===== src/rtl/debounce_pkg.sv =====
// Shared constants and helpers for the multi-channel button debouncer.
package debounce_pkg;

    localparam int unsigned CLK_HZ            = 32'd100_000_000;
    localparam int unsigned DEBOUNCE_MS       = 32'd10;
    localparam int unsigned DEF_STABLE_CYC    = (CLK_HZ / 32'd1000) * DEBOUNCE_MS;
    localparam int unsigned DEF_REPEAT_DELAY  = 32'd50_000_000;
    localparam int unsigned DEF_REPEAT_PERIOD = 32'd10_000_000;

    // Bits needed to encode values 0..n-1, never less than one bit.
    function automatic int unsigned cnt_width(input int unsigned n);
        if (n < 32'd3) begin
            return 32'd1;
        end else begin
            return $clog2(n);
        end
    endfunction

endpackage


===== src/rtl/debounce_ch.sv =====
// One debounced channel: 2-FF synchroniser, stability counter, press/release
// strobes and an optional auto-repeat strobe while the button is held.
module debounce_ch
    import debounce_pkg::*;
#(
    parameter int unsigned STABLE_CYC    = DEF_STABLE_CYC,
    parameter int unsigned ACTIVE_LOW    = 32'd0,
    parameter int unsigned REPEAT_EN     = 32'd0,
    parameter int unsigned REPEAT_DELAY  = DEF_REPEAT_DELAY,
    parameter int unsigned REPEAT_PERIOD = DEF_REPEAT_PERIOD
) (
    input  logic clk_i,
    input  logic rstn_i,
    input  logic btn_i,
    output logic level_o,
    output logic press_o,
    output logic release_o,
    output logic repeat_o
);

    localparam int unsigned CW   = cnt_width(STABLE_CYC + 32'd1);
    localparam int unsigned RMAX = (REPEAT_DELAY > REPEAT_PERIOD) ? REPEAT_DELAY : REPEAT_PERIOD;
    localparam int unsigned RW   = cnt_width(RMAX + 32'd1);

    localparam logic [CW-1:0] CNT_LAST = CW'(STABLE_CYC - 32'd1);
    localparam logic [RW-1:0] DLY_LAST = RW'(REPEAT_DELAY - 32'd1);
    localparam logic [RW-1:0] PER_LAST = RW'(REPEAT_PERIOD - 32'd1);
    localparam logic          IDLE_LVL = (ACTIVE_LOW != 32'd0) ? 1'b1 : 1'b0;
    localparam logic          REP_ON   = (REPEAT_EN != 32'd0) ? 1'b1 : 1'b0;

    logic          sync0_q, sync0_d;
    logic          sync1_q, sync1_d;
    logic [CW-1:0] cnt_q, cnt_d;
    logic          level_q, level_d;
    logic          press_q, press_d;
    logic          release_q, release_d;
    logic [RW-1:0] rcnt_q, rcnt_d;
    logic          first_q, first_d;
    logic          repeat_q, repeat_d;
    logic          s;
    logic          toggle;
    logic [RW-1:0] rpt_last;

    // Next-state logic for qualification, strobes and the repeat timer.
    always_comb begin
        sync0_d   = btn_i;
        sync1_d   = sync0_q;
        s         = sync1_q ^ IDLE_LVL;
        toggle    = 1'b0;
        cnt_d     = cnt_q;
        level_d   = level_q;

        if (s == level_q) begin
            cnt_d = {CW{1'b0}};
        end else if (cnt_q == CNT_LAST) begin
            toggle  = 1'b1;
            level_d = ~level_q;
            cnt_d   = {CW{1'b0}};
        end else begin
            cnt_d = cnt_q + CW'(1'b1);
        end

        press_d   = toggle & ~level_q;
        release_d = toggle & level_q;

        // The first pulse waits REPEAT_DELAY, later ones REPEAT_PERIOD; the
        // timer reloads on each pulse and is held clear while released.
        rpt_last = first_q ? DLY_LAST : PER_LAST;
        if (!level_q || toggle) begin
            rcnt_d   = {RW{1'b0}};
            first_d  = 1'b1;
            repeat_d = 1'b0;
        end else if (rcnt_q == rpt_last) begin
            rcnt_d   = {RW{1'b0}};
            first_d  = 1'b0;
            repeat_d = REP_ON;
        end else begin
            rcnt_d   = rcnt_q + RW'(1'b1);
            first_d  = first_q;
            repeat_d = 1'b0;
        end
    end

    // Channel state registers with asynchronous clear.
    always_ff @(posedge clk_i or negedge rstn_i) begin
        if (!rstn_i) begin
            sync0_q   <= IDLE_LVL;
            sync1_q   <= IDLE_LVL;
            cnt_q     <= {CW{1'b0}};
            level_q   <= 1'b0;
            press_q   <= 1'b0;
            release_q <= 1'b0;
            rcnt_q    <= {RW{1'b0}};
            first_q   <= 1'b1;
            repeat_q  <= 1'b0;
        end else begin
            sync0_q   <= sync0_d;
            sync1_q   <= sync1_d;
            cnt_q     <= cnt_d;
            level_q   <= level_d;
            press_q   <= press_d;
            release_q <= release_d;
            rcnt_q    <= rcnt_d;
            first_q   <= first_d;
            repeat_q  <= repeat_d;
        end
    end

    assign level_o   = level_q;
    assign press_o   = press_q;
    assign release_o = release_q;
    assign repeat_o  = repeat_q;

endmodule


===== src/rtl/multi_debounce.sv =====
// N independent debounced button channels; the top only fans vectors in and out.
module multi_debounce
    import debounce_pkg::*;
#(
    parameter int unsigned CH            = 32'd4,
    parameter int unsigned STABLE_CYC    = DEF_STABLE_CYC,
    parameter int unsigned ACTIVE_LOW    = 32'd0,
    parameter int unsigned REPEAT_EN     = 32'd0,
    parameter int unsigned REPEAT_DELAY  = DEF_REPEAT_DELAY,
    parameter int unsigned REPEAT_PERIOD = DEF_REPEAT_PERIOD
) (
    input  logic          clk100_i,
    input  logic          rstn_i,
    input  logic [CH-1:0] btn_i,
    output logic [CH-1:0] level_o,
    output logic [CH-1:0] press_o,
    output logic [CH-1:0] release_o,
    output logic [CH-1:0] repeat_o
);

    for (genvar g = 0; g < int'(CH); g++) begin : g_ch
        debounce_ch #(
            .STABLE_CYC   (STABLE_CYC),
            .ACTIVE_LOW   (ACTIVE_LOW),
            .REPEAT_EN    (REPEAT_EN),
            .REPEAT_DELAY (REPEAT_DELAY),
            .REPEAT_PERIOD(REPEAT_PERIOD)
        ) u_ch (
            .clk_i    (clk100_i),
            .rstn_i   (rstn_i),
            .btn_i    (btn_i[g]),
            .level_o  (level_o[g]),
            .press_o  (press_o[g]),
            .release_o(release_o[g]),
            .repeat_o (repeat_o[g])
        );
    end

endmodule


===== config.mk =====
export PLATFORM = sky130hd
export DESIGN_NAME = multi_debounce
export DESIGN_NICKNAME = d
export VERILOG_FILES = /design/src/rtl/debounce_pkg.sv /design/src/rtl/debounce_ch.sv /design/src/rtl/multi_debounce.sv
export SDC_FILE = /design/constraint.sdc
export NUM_CORES = 1
export LEC_CHECK = 0
export BUFFER_PORTS_ARGS = -buffer_cell sky130_fd_sc_hd__buf_2
export CAP_MARGIN = 10
export CORE_ASPECT_RATIO = 0.7
export CORE_MARGIN = 3
export CORE_UTILIZATION = 55
export DETAILED_ROUTE_END_ITERATION = 7
export GPL_ROUTABILITY_DRIVEN = 0
export PLACE_DENSITY_LB_ADDON = 0.15
export SYNTH_ARGS = -nofsm -noshare
export SYNTH_HDL_FRONTEND = slang
export SYNTH_SLANG_ARGS = --single-unit
export TNS_END_PERCENT = 5

===== constraint.sdc =====
create_clock -name clk100_i -period 2.3 [get_ports clk100_i]
set_input_delay 0.23 -clock clk100_i [delete_from_list [all_inputs] [get_ports clk100_i]]
set_output_delay 0.23 -clock clk100_i [all_outputs]
set_load 0.01 [all_outputs]

==> reports/qor.json, run 1 <==
{
  "worst_setup_path": {
    "r2r-start": "g_ch[1].u_ch.cnt_q[8]",
    "cp.arrival_ps": 2420,
    "critPathKind": "flop to flop",
    "worst-endpoint-required_ps": 2530,
    "endpoint_kind": "flop",
    "cp_launch_type": "flop",
    "critPathMaxFanout": 3,
    "setup.worst_path.start": "g_ch[1].u_ch.cnt_q[8]"
  },
  "synthesis": {
    "synth.largest_area_cell": "dfrtp_1",
    "synthDistinctLibCells": 42,
    "share_of_synthesized_cell_area_in_and_or_nand_and_nor_gates_pct": 24.7,
    "postSynthRegisterBits": 100,
    "synth_seq_area_share_pct": 52.3,
    "area_fraction_in_compound_gates_after_synthesis_pct": 7.08,
    "synthTopCellsByArea": "dfrtp_1 52%, xor2_1 5.3%, nor2_1 4.2%",
    "yosysWarningCount": 0,
    "fraction_of_post_synthesis_cell_area_in_the_top_cell_type_by_area_pct": 52.3,
    "synth_edf_count": 0,
    "dominantRegCellSynth": "dfrtp_1",
    "yosys-mux-area-fraction_pct": 0.941,
    "fraction_of_registers_with_async_set_or_reset_after_synthesis_pct": 100,
    "post_synth_instance_area_um2": 4790,
    "main_combinational_cell_family_by_area_after_synthesis": "simple AND/OR/NAND/NOR gates",
    "post_synth_fa_ha_maj_area_fraction_pct": 1.05,
    "post_synth_xor_area_fraction_pct": 9.15,
    "synthCells": 471,
    "synth_area_per_cell_um2": 10.2
  },
  "placement": {
    "dp_slack_ps": 139,
    "detailed_place_hpwl_um": 5750,
    "port_buffers": 17
  },
  "clocking": {
    "cts_tree": "done",
    "cts-root-buf": "clkbuf_16",
    "cts_max_path_buffers": 2,
    "clock_tree.htree_level_count": 3,
    "insertion_delay_ps": 340,
    "postCtsSetupRepairBufs": 0,
    "cts.clk_slew.worst_paths_ps": 70,
    "cts.sinks": 100,
    "cts_made_buffers": 9
  },
  "power": {
    "power_leakage_nw": 2.19,
    "ir_drop_uv": 414,
    "power-per-cell-area_nw_per_um2": 674,
    "post-layout-total-power_w": 0.00357
  },
  "die": {
    "core_um2": 8140,
    "pin_count": 22,
    "placement_rows": 27,
    "die_width_um": 118,
    "floorplan.die.height_um": 84.1,
    "die-area_um2": 9880,
    "start_util_pct": 58.8
  },
  "global_routing": {
    "grt_max_degree": 101,
    "grt_antenna_before_repair": 0,
    "groute.usage.overall_pct": 19.3,
    "grt_pass1_wl_um": 15700,
    "grt_ovf": 0,
    "first_global_vias": 3282
  },
  "final_layout": {
    "layout-area-overhead-vs-synth_pct": 10.6,
    "final_common_cell": "dfrtp_1",
    "multiInputGateArea_um2": 2080,
    "fillers": 655,
    "layout_common_cells": "100 x dfrtp_1, 54 x nor2_1, 37 x nand3_1",
    "seqCellArea_um2": 2500,
    "nNetsFinal": 493,
    "drive_above_1_share_pct": 12.3,
    "diodes": 0
  },
  "sta": {
    "totalNegativeSetupSlack_ps": 0,
    "timing.fmax_mhz": 457,
    "period_needed_ps": 2190,
    "timing.final.ws_setup_ps": 110,
    "total_count_of_hold_check_failures_in_the_final_report": 0,
    "final_min_period_over_clock_period_pct": 95.2,
    "worst_slew_pin_slew_ps": 531,
    "finalMaxSlewViolations": 0,
    "worst_clock_skew_ps": 5.28,
    "slew_headroom_pct": 64.6,
    "final-setup-viol-count": 0
  },
  "detailed_routing": {
    "antenna_left": 0,
    "vias_per_cell": 5.66,
    "drt_first_pass_iters": 4,
    "drt_first_iter_violations": 312,
    "detailroute.via_count": 3420,
    "detail_route.wirelength_um": 8870,
    "drc": 0,
    "routedWlPerCell_um": 14.7
  },
  "status": {
    "status": "finished, final reports clean"
  },
  "worst_hold_path": {
    "timing.hold.worst.start": "g_ch[0].u_ch.sync0_q",
    "worst_hold_path_type": "flop to flop"
  },
  "run": {
    "max_cap_violations": 0
  }
}
metal layers:
metal / global-route usage, % / wire, um / vias up
li1: - / - / 1680
met5: 0 / 0 / -
met1: 28.2 / 4480 / 1671
met4: 4.04 / 73 / 0
met3: 5.22 / 369 / 8
met2: 28.9 / 3940 / 61
layout make-up:
cell class | instances | area share (%)
Sequential cell | 100 | 47.3
Multi-Input combinational cell | 332 | 39.2
Clock buffer | 10 | 4.51
Timing Repair Buffer | 29 | 3.83
Tap cell | 116 | 2.74
Clock inverter | 6 | 1.65
Inverter | 11 | 0.780
registers in the layout (all words and copies together), names as in the netlist:
signal	flops
g_ch.u_ch.press_o	4
g_ch.u_ch.level_o	4
g_ch.u_ch.release_o	4
g_ch.u_ch.sync0_q	4
g_ch.u_ch.s	4
g_ch.u_ch.cnt_q	80
cell usage after synthesis (all sizes together), types with 5 or more instances:
cell,instances
nor3b,8
xnor2,21
a21oi,26
nand3,39
nor4,8
inv,11
xor2,29
nand2,21
nor3,7
or4,18
nor2,54
dfrtp,100
nand4,13
clkbuf,6
and3,13
or3,16
and4,5
buf,25
o31ai,13
o21ai,16
report_power, final:
group	switching, W	internal, W
clock network	0.000662	0.000981
registers	0.0000274	0.00178
logic	0.0000781	0.0000404
worst paths after layout:
check / to / slack [ps] / depth (start not counted)
worst max-delay path: g_ch[1].u_ch.level_o / 110 / 4
worst min-delay path: g_ch[0].u_ch.s / 350 / 0
worst max register to register: g_ch[1].u_ch.level_o / 110 / 4
worst min register to register: g_ch[0].u_ch.s / 350 / 0
max in group asynchronous: g_ch[0].u_ch.cnt_q[15] / 1420 / 3
min in group asynchronous: g_ch[3].u_ch.cnt_q[3] / 470 / 3
kinds of logic after synthesis:
logic type	Yosys count
simple gates	214
flops	100
compound gates	56
xor+xnor	50
buf+inv	42
fa+ha+maj	4
mux	4
other cells	1
critical path: stages, from the launching register on:
cell and delay (ps):
dfrtp_1 410, or4b_2 680, nor4_1 480, nand3_1 210
mux2_2 300
through the flow:
| step | area (um^2) | util (%) | cells | hold WS (ps) |
|---|---|---|---|---|
| after floorplan | 4800 | - | 474 | -65.6 |
| after global placement | 4910 | 60.3 | 583 | 333 |
| after detailed placement | 4910 | 60.3 | 583 | 329 |
| after CTS | 5280 | 64.8 | 603 | 0.614 |
| after global routing | 5300 | 65.0 | 604 | 363 |
| final | 5300 | 65.0 | 604 | 350 |
what timing repair did:
action / 4_1_cts / 5_1_grt
endpoints found under the setup margin: 0 / 6
gates resized for setup: 0 / 1
hold endpoints to repair: 103 / 1
hold buffers: 4 / 1
Note: power is estimated with default switching activity, not from simulation.
==> run 2, diff against run 1 <==
- GPL_TIMING_DRIVEN: default -> 0
==> run 2 against run 1 <==
Net effect: via count rose by 2.9%; clock power fell by 16%; clock-buffer cell count rose by 3; cell count rose by 4.0%; first-iteration DRC count rose by 13%; sequential share of layout area fell by 0.88 points; critical path depth rose by 1; wire length rose by 1.8%; global-route usage rose by 0.20 points; combinational power rose by 5%; register-to-register slack improved by 50 ps; critical path type unchanged.
==> reports/qor.json, run 2 (synthesis gave the netlist of run 1 again) <==
{
  "final_layout": {
    "drive_above_1_share": {"value": 15.0, "unit": "%", "change": "+2.7 points"},
    "largest_register": "g_ch.u_ch.cnt_q",
    "final_common_cell": "dfrtp_1",
    "diodes": {"value": 0, "change": "unchanged"},
    "seqCellArea": {"value": 2500, "unit": "um^2", "change": "unchanged"},
    "multiInputGateArea": {"value": 2080, "unit": "um^2", "change": "+0.18%"},
    "largest_register_ffs": {"value": 80, "change": "unchanged"},
    "layout-area-overhead-vs-synth_pct": 12.7,
    "fillers": {"value": 620, "change": "-5.3%"},
    "layout_common_cells": "100 x dfrtp_1, 54 x nor2_1, 37 x nand3_1",
    "nNetsFinal": {"value": 518, "change": "+5.1%"}
  },
  "clocking": {
    "cts_max_path_buffers": {"value": 2, "change": "unchanged"},
    "postCtsSetupRepairBufs": {"value": 0, "change": "unchanged"},
    "clock_tree.htree_level_count": {"value": 3, "change": "unchanged"},
    "cts-root-buf": "clkbuf_16",
    "cts_tree": "done",
    "cts_made_buffers": {"value": 9, "change": "unchanged"},
    "cts.sinks": {"value": 100, "change": "unchanged"},
    "insertion_delay": {"value": 340, "unit": "ps", "change": "about the same"},
    "cts.clk_slew.worst_paths": {"value": 60, "unit": "ps", "change": "about the same"}
  },
  "power": {
    "power-per-cell-area": {"value": 616, "unit": "nW/um^2", "change": "-8.7%"},
    "cell_internal_pwr": {"value": 0.00261, "unit": "W", "change": "-6.9%"},
    "power_leakage": {"value": 2.28, "unit": "nW", "change": "+3.9%"},
    "post-layout-total-power": {"value": 0.00332, "unit": "W", "change": "-7.0%"},
    "power_switching_share": {"value": 21.4, "unit": "%", "change": "-0.12 points"},
    "total_switching_power": {"value": 0.000710, "unit": "W", "change": "-7.5%"},
    "power.share.combinational": {"value": 3.8, "unit": "%", "change": "+0.5 points"},
    "ir_drop": {"value": 426, "unit": "uV", "change": "+3.1%"},
    "seq_power_share": {"value": 54.5, "unit": "%", "change": "+3.8 points"},
    "share_clk_of_total_power": {"value": 41.7, "unit": "%", "change": "-4.3 points"}
  },
  "sta": {
    "final-setup-viol-count": {"value": 0, "change": "unchanged"},
    "timing.fmax": {"value": 468, "unit": "MHz", "change": "+2.4%"},
    "worst_clock_skew": {"value": 6.32, "unit": "ps", "change": "+1.04 ps"},
    "totalNegativeSetupSlack": {"value": 0, "unit": "ps", "change": "unchanged"},
    "final_min_period_over_clock_period": {"value": 93.0, "unit": "%", "change": "-2.2 points"},
    "total_count_of_hold_check_failures_in_the_final_report": {"value": 0, "change": "unchanged"},
    "finalMaxSlewViolations": {"value": 0, "change": "unchanged"},
    "period_needed": {"value": 2140, "unit": "ps", "change": "-51.6 ps"},
    "unrepaired_setup_endpoints_after_global_routing": "false"
  },
  "detailed_routing": {
    "drt_first_iter_violations": {"value": 353, "change": "+13%"},
    "drt_first_pass_iters": {"value": 5, "change": "+1"},
    "detailroute.via_count": {"value": 3518, "change": "+2.9%"},
    "route.met2.wl": {"value": 4140, "unit": "um", "change": "+5.0%"},
    "routedWlPerCell": {"value": 14.4, "unit": "um", "change": "-2.1%"},
    "vias_per_cell": {"value": 5.60, "change": "-1.1%"},
    "wl_met3": {"value": 377, "unit": "um", "change": "+2.2%"},
    "drc": {"value": 0, "change": "unchanged"},
    "top_layer_used": "met4",
    "detail_route.wirelength": {"value": 9030, "unit": "um", "change": "+1.8%"},
    "met1_length": {"value": 4380, "unit": "um", "change": "-2.2%"},
    "antenna_left": {"value": 0, "change": "unchanged"}
  },
  "die": {
    "floorplan.die.height": {"value": 84.1, "unit": "um", "change": "unchanged"},
    "start_util": {"value": 58.8, "unit": "%", "change": "unchanged"},
    "die_width": {"value": 118, "unit": "um", "change": "unchanged"},
    "core": {"value": 8140, "unit": "um^2", "change": "unchanged"},
    "die-area": {"value": 9880, "unit": "um^2", "change": "unchanged"},
    "pin_count": {"value": 22, "change": "unchanged"},
    "placement_rows": {"value": 27, "change": "unchanged"}
  },
  "placement": {
    "port_buffers": {"value": 17, "change": "unchanged"},
    "detailed_place_hpwl": {"value": 6140, "unit": "um", "change": "+6.8%"}
  },
  "worst_setup_path": {
    "endpoint_kind": "flop",
    "cp_launch_type": "flop",
    "critPathMaxFanout": {"value": 10, "change": "+7"},
    "worst-endpoint-required": {"value": 2520, "unit": "ps", "change": "about the same"},
    "critPathKind": "flop to flop",
    "cp.arrival": {"value": 2360, "unit": "ps", "change": "-60 ps"}
  },
  "run": {
    "max_cap_violations": {"value": 0, "change": "unchanged"}
  },
  "status": {
    "status": "finished, final reports clean"
  },
  "global_routing": {
    "grt_antenna_before_repair": {"value": 0, "change": "unchanged"},
    "first_global_vias": {"value": 3363, "change": "+2.5%"},
    "grt_pass1_wl": {"value": 15800, "unit": "um", "change": "+1.1%"},
    "grt_max_degree": {"value": 74, "change": "-27%"},
    "grt_ovf": {"value": 0, "change": "unchanged"},
    "groute.usage.overall": {"value": 19.4, "unit": "%", "change": "+0.20 points"}
  },
  "worst_hold_path": {
    "worst_hold_path_type": "primary input to asynchronous set/reset pin"
  }
}
run 2: repair_timing:
action	CTS	global route
hold buffers	5	0
gates resized for setup	0	3
endpoints found under the setup margin	0	30
hold endpoints to repair	31	0
run 2: routing by layer:
layer	track usage [%]	vias to the layer above
met5	0	-
met4	5.00	0
met1	27.8	1694
met2	29.7	79
met3	5.08	15
li1	-	1730
run 2: final timing paths:
path	from	endpoint	slack, ps	depth (start not counted)
max in group asynchronous	rstn_i	g_ch[0].u_ch.cnt_q[19]	1290	3
worst max-delay path	g_ch[1].u_ch.cnt_q[6]	g_ch[1].u_ch.cnt_q[3]	160	5
worst min-delay path	rstn_i	g_ch[3].u_ch.cnt_q[3]	350	2
worst min register to register	g_ch[3].u_ch.sync0_q	g_ch[3].u_ch.s	350	0
min in group clk100_i	g_ch[3].u_ch.sync0_q	g_ch[3].u_ch.s	350	0
worst max register to register	g_ch[1].u_ch.cnt_q[6]	g_ch[1].u_ch.cnt_q[3]	160	5
run 2: critical path: stages (launching register included):
cell,delay [ps]
dfrtp_1,430
or4b_2,650
nor4_1,400
a31o_2,220
buf_2,230
nor2_1,80
run 2: power groups by stage:
stage	clock (W)	combinational, W	sequential, W
4_1_cts	0.00142	0.000127	0.00181
3_3_place_gp	0	0.000111	0.00184
3_5_place_dp	0	0.000120	0.00184
5_1_grt	0.00150	0.000142	0.00181
2_1_floorplan	0	0.0000595	0.00183
6_report	0.00138	0.000125	0.00181
run 2: per-stage QoR:
stage | worst slack [ps] | util [%] | cell area, um^2 | std cells | hold slack (ps)
global placement | -10.1 | 61.8 | 5030 | 607 | 332
detailed placement | 79.7 | 62.1 | 5060 | 608 | 177
floorplan | 323 | - | 4800 | 474 | -65.6
global route | 0.184 | 66.3 | 5400 | 628 | 361
CTS | 24.1 | 66.1 | 5380 | 628 | 352
finish | 161 | 66.3 | 5400 | 628 | 350
run 2: area by class of cell:
class	count	area share, %
buffer	31	3.53
sequential	100	46.4
timing repair buffer	23	3.06
inverter	11	0.765
clock inverter	2	0.186
tap	116	2.69
clock buffer	13	4.82
multi-input combinational	332	38.6
